[src/rtl/aes_pkg.sv]
// Shared widths, latency and bundle types for the AES result path.
// Used by the collector and its block FIFO.
package aes_pkg;

    localparam int AES_BLK_W       = 128;
    localparam int WORD_W          = 32;
    localparam int WORDS_PER_BLK   = 4;
    localparam int AES_PIP_LATENCY = 11;

    typedef struct packed {
        logic                 sel;
        logic [AES_BLK_W-1:0] data;
    } blk_t;

    typedef struct packed {
        logic valid;
        logic sel;
    } slot_t;

endpackage

[src/rtl/aes_blk_fifo.sv]
// Show-ahead circular buffer of finished {sel, data} blocks.
// Head is always visible on dout; push and pop may coincide.
module aes_blk_fifo
    import aes_pkg::*;
#(
    parameter int DEPTH = 4,
    parameter int W     = AES_BLK_W + 1
) (
    input  logic                   clk,
    input  logic                   rst,
    input  logic                   push,
    input  logic [W-1:0]           din,
    input  logic                   pop,
    output logic [W-1:0]           dout,
    output logic                   empty,
    output logic [$clog2(DEPTH):0] count
);

    localparam int AW = $clog2(DEPTH);

    logic [W-1:0]  mem [DEPTH];
    logic [AW-1:0] wp;
    logic [AW-1:0] rp;

    // Storage needs no reset; only pointers define what is live.
    always_ff @(posedge clk) begin
        if (push) mem[wp] <= din;
    end

    // Pointers wrap naturally since DEPTH is a power of two.
    always_ff @(posedge clk or posedge rst) begin
        if (rst) begin
            wp    <= '0;
            rp    <= '0;
            count <= '0;
        end else begin
            if (push) wp <= wp + 1'b1;
            if (pop)  rp <= rp + 1'b1;
            if (push && !pop)      count <= count + 1'b1;
            else if (!push && pop) count <= count - 1'b1;
        end
    end

    assign dout  = mem[rp];
    assign empty = (count == '0);

endmodule

[src/rtl/aes_out_collector.sv]
// Tracks live slots of the unstallable AES pipeline, buffers results
// and streams them as big-endian 32-bit words under credit control.
module aes_out_collector
    import aes_pkg::*;
#(
    parameter int LATENCY    = AES_PIP_LATENCY,
    parameter int FIFO_DEPTH = 4
) (
    input  logic                 clk,
    input  logic                 rst,
    input  logic                 issue,
    input  logic                 issue_sel,
    input  logic [AES_BLK_W-1:0] pipe_out,
    output logic                 can_issue,
    output logic [WORD_W-1:0]    m_data,
    output logic                 m_valid,
    input  logic                 m_ready,
    output logic                 m_last,
    output logic                 m_sel,
    output logic                 overflow
);

    localparam int CW = $clog2(FIFO_DEPTH) + 1;
    localparam logic [1:0] LAST_W = 2'(WORDS_PER_BLK - 1);

    slot_t          dl [LATENCY];
    logic [CW-1:0]  credits;
    logic [1:0]     w;
    blk_t           head;
    logic           fifo_empty;
    logic [CW-1:0]  fifo_count;
    logic           unused_count;
    logic           accept;
    logic           hs;
    logic           drain;

    assign accept       = issue & can_issue;
    assign hs           = m_valid & m_ready;
    assign drain        = hs & (w == LAST_W);
    assign can_issue    = (credits != '0);
    assign m_valid      = !fifo_empty;
    assign unused_count = ^fifo_count;

    aes_blk_fifo #(
        .DEPTH (FIFO_DEPTH),
        .W     (AES_BLK_W + 1)
    ) u_fifo (
        .clk   (clk),
        .rst   (rst),
        .push  (dl[LATENCY-1].valid),
        .din   ({dl[LATENCY-1].sel, pipe_out}),
        .pop   (drain),
        .dout  (head),
        .empty (fifo_empty),
        .count (fifo_count)
    );

    // Shadow the pipeline: a valid tap means pipe_out is a real result.
    always_ff @(posedge clk or posedge rst) begin
        if (rst) begin
            for (int i = 0; i < LATENCY; i++) dl[i] <= '0;
        end else begin
            dl[0] <= '{valid: accept, sel: issue_sel};
            for (int i = 1; i < LATENCY; i++) dl[i] <= dl[i-1];
        end
    end

    // Credits = free slots minus blocks still in the pipeline.
    always_ff @(posedge clk or posedge rst) begin
        if (rst) begin
            credits <= CW'(FIFO_DEPTH);
        end else if (accept && !drain) begin
            credits <= credits - 1'b1;
        end else if (!accept && drain) begin
            credits <= credits + 1'b1;
        end
    end

    // Sticky flag for an issue attempted without a credit.
    always_ff @(posedge clk or posedge rst) begin
        if (rst) begin
            overflow <= 1'b0;
        end else if (issue && !can_issue) begin
            overflow <= 1'b1;
        end
    end

    // Word index within the head block; wraps as the head pops.
    always_ff @(posedge clk or posedge rst) begin
        if (rst) begin
            w <= '0;
        end else if (hs) begin
            w <= w + 2'd1;
        end
    end

    // Select the current big-endian word; quiet zeros when idle.
    always_comb begin
        m_data = '0;
        m_last = 1'b0;
        m_sel  = 1'b0;
        if (m_valid) begin
            m_data = head.data[AES_BLK_W-1-WORD_W*w -: WORD_W];
            m_last = (w == LAST_W);
            m_sel  = head.sel;
        end
    end

endmodule

[config.mk]
export PLATFORM = sky130hd
export DESIGN_NAME = aes_out_collector
export DESIGN_NICKNAME = d
export VERILOG_FILES = /design/src/rtl/aes_pkg.sv /design/src/rtl/aes_blk_fifo.sv /design/src/rtl/aes_out_collector.sv
export SDC_FILE = /design/constraint.sdc
export NUM_CORES = 1
export LEC_CHECK = 0
export ABC_AREA = 1
export BUFFER_PORTS_ARGS = -buffer_cell sky130_fd_sc_hd__buf_4
export CAP_MARGIN = 25
export CORE_UTILIZATION = 50
export CTS_BUF_LIST = sky130_fd_sc_hd__clkbuf_8
export CTS_CLUSTER_DIAMETER = 40
export DETAILED_ROUTE_END_ITERATION = 10
export PLACE_DENSITY = 0.73
export SLEW_MARGIN = 15
export SYNTH_ARGS = -nofsm -noshare
export SYNTH_HDL_FRONTEND = slang
export SYNTH_SLANG_ARGS = --single-unit
export TNS_END_PERCENT = 10
[constraint.sdc]
create_clock -name clk -period 4.97 [get_ports clk]
set_clock_uncertainty 0.2 [all_clocks]
set_input_delay 0.994 -clock clk [delete_from_list [all_inputs] [get_ports clk]]
set_output_delay 0.994 -clock clk [all_outputs]
set_load 0.1 [all_outputs]
Yosys cells after proc, flatten, opt, wreduce, memory -nomap -nowiden
Memories as Yosys holds them, arrays and structs flattened.
Index checks and enable logic that the tools add are counted.
- word-level logic and storage cells: 65
- flip-flop bits (word level): 35
- RAM bits: 516
- output and inout bits: 37
- memories kept: 1
- bitwise operators: 3
- equality and inequality tests: 1
- mux-type cells: 9
- shift-type cells: 1
- add/subtract/negate cells: 8
- reductions and logical operators: 14
- memory list (name ; depth ; width ; rd ports ; clocked after memory_dff ; wr ports ; line ; RTL):
    u_fifo.mem ; 4 ; 129 ; 1 ; 0 ; 1 ; aes_blk_fifo.sv:21 ; logic [W-1:0] mem [DEPTH];
- operators by type and width (cell ; number):
    indexed part select 159 x 33 -> 32 bit ; 1
    2-to-1 mux 32 bit ; 1
    2-to-1 mux 3 bit ; 4
    subtractor 7 x 7 -> 8 bit, first input constant ; 1
    adder 2 x 1 -> 2 bit, second input constant ; 3
    adder 3 x 1 -> 3 bit, second input constant ; 2
    subtractor 3 x 1 -> 3 bit, second input constant ; 2
    logical AND 1 bit ; 5
    zero test 1 bit ; 5
    2-to-1 mux 1 bit ; 4
    nonzero test 2 bit ; 2
    bitwise AND 1 bit ; 3
    zero test 3 bit ; 1
    nonzero test 3 bit ; 1
    equality test 2 bit, second input constant ; 1

Logic depth before layout (Yosys ltp)
- depth after elaboration: 7
- mapped depth: 10

Cells and area by module
A second synthesis with hierarchy kept.
- cell total of the unflattened synthesis: 1994
- area total of the unflattened synthesis: 23749.0 um^2
- by module, submodules not included (module ; times used ; area an instance (um^2) ; cells an instance):
    aes_blk_fifo ; 1 ; 21265.4 ; 1553
    aes_out_collector ; 1 ; 2483.6 ; 441

Worst setup path after synthesis
OpenSTA, ideal clock, no wires.
- kind: register -> register
- from: register u_fifo.wp[0]
- to: memory u_fifo.mem[2][0] (netlist bit) (enable)
- slack: 1111 ps
- data required time: 4288 ps
- period minus slack after synthesis: 3859 ps
- cell stages (with the launch flop): 5
- buffers on the path: 0
- data arrival time: 3176 ps
- path through: dfrtp_1 inv_1 ha_1 nand2_1 inv_1
- RTL lines (item ; line ; RTL):
    start: declaration ; aes_blk_fifo.sv:22 ; logic [AW-1:0] wp;
    start signal: assignment ; aes_blk_fifo.sv:37 ; if (push) wp <= wp + 1'b1;
    end: declaration ; aes_blk_fifo.sv:21 ;
Straight into the memory's write port.

Worst setup path in the final report
- from: register u_fifo.rp[0]
- to: output port m_data[1]
- longest elaborated chain between the ends: 3
- RTL lines (item ; line ; RTL):
    start: declaration ; aes_blk_fifo.sv:23 ; logic [AW-1:0] rp;
    start signal: assignment ; aes_blk_fifo.sv:38 ; if (pop) rp <= rp + 1'b1;
    memory (4 x 129 bit) ; -- ;
    indexed part select 159 x 33 -> 32 bit ; aes_out_collector.sv:103 ; m_data = head.data[AES_BLK_W-1-WORD_W*w -: WORD_W];
    2-to-1 mux 32 bit ; aes_out_collector.sv:102 ; if (m_valid) begin
    end: declaration ; aes_out_collector.sv:15 ; output logic [WORD_W-1:0] m_data,
No other way between the ends.

==> results by group <==
Run status
  • Status: completed

GRT
  • Largest net degree at the start of global routing: between 200 and 250
  • First-pass GRT wire length: 84900 um
  • Gr ovfl total: 0
  • Initial antenna violation count: 17
  • Vias in the first global route: roughly 15k
  • GRT Resource Usage Total: 0.240

Logic synthesis
  • Sequential area share after synthesis: 0.713
  • Synthesis warning total: 0
  • Synth Area per Inst: 10.9 um2
  • Syn Nets: approximately 2.2k
  • Cell taking the most area after synthesis: edfxtp_1
  • Number of library cell types mapped by synthesis: 24
  • Synth Cell Area: around 23000 um2
  • #FFs+latches synth: between 500 and 600
  • Synth area leaders: edfxtp_1 67%, nand2_1 13%, nand3_1 7.0%, inv_1 4.5%, dfrtp_1 3.7%
  • Share of the synthesized area in the top cell type: 0.675
  • Cells after synthesis: 2104

Finish
  • Multi-input logic area: 4990 um2
  • Layout cell share with drive strength beyond 1: 0.141
  • Layout net count: 2424
  • Most common library cell in the layout ignoring fill and taps: nand2_1
  • Most frequent cells in the layout: 776 x nand2_1, 516 x edfxtp_1, 321 x nand3_1
  • Filler Cells Inserted: 3596
  • Area grow syn2layout: 15.6%
  • FF/Latch Area: 16400 um2
  • Fin cells: about 3.0k

STA
  • Fmax: 217 MHz
  • Slew Limit Fails: 0
  • Worst hold slack: about 0.15 ns
  • RSZ-0062 raised after global routing: false
  • Final count of negative-setup-slack endpoints: 0
  • Tmin final: 4.62 ns
  • Final period utilization: 0.929
  • Setup TNS: 0 ns
  • Hold Vio Cnt, Final: 0
  • Slew HR: 0.150
  • Worst Max-Slew Pin Slew: 1.28 ns

Worst setup path
  • WP data required: 3.78 ns
  • Slowest stage delay, CP: 0.66 ns
  • Crit-path max FO: 244
  • Startpoint types: flip-flop
  • Kind of critical path: reg -> out
  • Nature of the critical path endpoint: output port
  • Bufs and invs on worst path: 2
  • CP top delay family: buffers and inverters
  • Arr. time, crit path: 3.42 ns
  • Slowest CP cell: buf_12
  • Crit-path most repeated cell: nand2_1
  • Worst path cell trace: buf_12 > nand2_1 > nand2_1 > nand2_1 > nand3_1 > nand3_1 > a21oi_1 > buf_4

Floorplan
  • Row count: 78
  • Die Ht: ~220 um
  • Placeable Area: around 45000 um2
  • Full die area: 46800 um2
  • Initial Util: 0.506
  • Die W: between 200 and 250 um
  • # IOs: 170

Drt
  • Drt total wl: about 56000 um
  • Post-DRT Antenna Nets: 0
  • Initial DRC count: between 1.5k and 2k
  • Via count: 15.4k
  • Remaining DRCs: 0
  • Drt first pass iters: 5
  • DR WL/cell: 18.9 um
  • Drt via density: between 5 and 6

Clock network
  • CTS tree: done
  • Post-CTS Hold Buffers: 0
  • Post-CTS sizing: 0
  • H-tree Lvls: 3
  • CTS root buf: clkbuf_8
  • Clk sinks: 551
  • Post CTS Setup Buffer Count: 0
  • Clock Latency Late Sink: 0.66 ns
  • Clock-pin transition on the worst setup and hold timing paths: 0.06 ns
  • Clk buf depth: 3
  • TritonCTS Buffers: 89

Run
  • Max Cap Viol: 0

Power
  • PwrDens: 687 nW/um2
  • Leak: 11.3 nW
  • Peak VDD IR: a little over 0.9 mV

Placed design
  • Gpl congestion: 0.769
  • IO buf count: 169
  • Placed insts: 2790
  • Hpwl dp: 32400 um

Worst hold path
  • Hold crit path type: reg -> reg
## cells in the mapped netlist
cell type  count
clkbuf_1      14
nand2_1      776
edfxtp_1     516
o21bai_1       1
buf_4         11
buf_1         12
mux2_2         1
nor2_1         7
inv_1        274
xor2_1         5
nand3_1      321
xnor2_1        3
dfrtp_1       34
ha_1           7
dfstp_2        1
buf_2         71
inv_4          1
a31oi_1        1
nor3_4         1
inv_2          1
buf_6          2
fa_1           2
o21ai_0        7
a21oi_1       35
## per-layer routing
layer / global-route usage / routed length [um] / vias to the layer above
met4: 0.102 / 1750 / 14
met3: 0.0822 / 5530 / 130
li1: - / - / 7277
met1: 0.307 / 22500 / 7402
met2: 0.373 / 26200 / 607
met5: 0 / 92 / -
## through the flow
step                total power, mW  cell area, um2   util  worst slack, ns
detailed placement             14.5           24700  0.545             1.11
CTS                            18.3           26500  0.584            0.351
global route                   19.1           26500  0.585            0.119
finish                         18.2           26500  0.585            0.354
floorplan                      12.4           23000      -             1.11
global placement               14.3           24700  0.545             1.12
## where the power goes
| group | leakage [nW] | switching [mW] | internal [mW] |
|---|---|---|---|
| clock | 0.992 | 1.77 | 2.04 |
| combinational | 5.23 | 6.18 | 1.84 |
| sequential | 5.13 | 0.296 | 6.10 |
## worst paths after layout
| check | startpoint | to | slack, ns | depth (start not counted) |
|---|---|---|---|---|
| setup / recovery | u_fifo.rp[0] | m_data[1] | 0.35 | 8 |
| hold / removal | dl[8] | dl[6] | 0.15 | 0 |
| setup reg to reg | u_fifo.count[0] | credits[2] | 1.70 | 9 |
| hold reg to reg | dl[8] | dl[6] | 0.15 | 0 |
| max in group asynchronous | rst | u_fifo.rp[0] | 3.67 | 3 |
| min in group asynchronous | rst | dl[12] | 0.19 | 2 |
## registers in the layout, summed over array words and instances (netlist names)
signal,flops
u_fifo.mem,516
u_fifo.rp,2
u_fifo.wp,2
credits,3
overflow,1
w,2
u_fifo.count,3
dl,22
## kinds of logic after synthesis
| group | after synthesis | share of synthesized area |
|---|---|---|
| compound gates | 44 | 0.00975 |
| xor+xnor | 8 | 0.00305 |
| buf+inv | 386 | 0.0695 |
| fa+ha+maj | 9 | 0.00556 |
| flops | 551 | 0.713 |
| simple gates | 1105 | 0.199 |
| mux | 1 | 0.000490 |
## layout make-up
class / instances / share of cell area
sequential: 551 / 0.617
multi-input combinational: 1167 / 0.188
timing repair buffer: 197 / 0.0593
clock buffer: 95 / 0.0492
inverter: 276 / 0.0401
tap: 600 / 0.0283
clock inverter: 68 / 0.0170
antenna: 11 / 0.00104
Note: power is estimated with default switching activity, not from simulation.
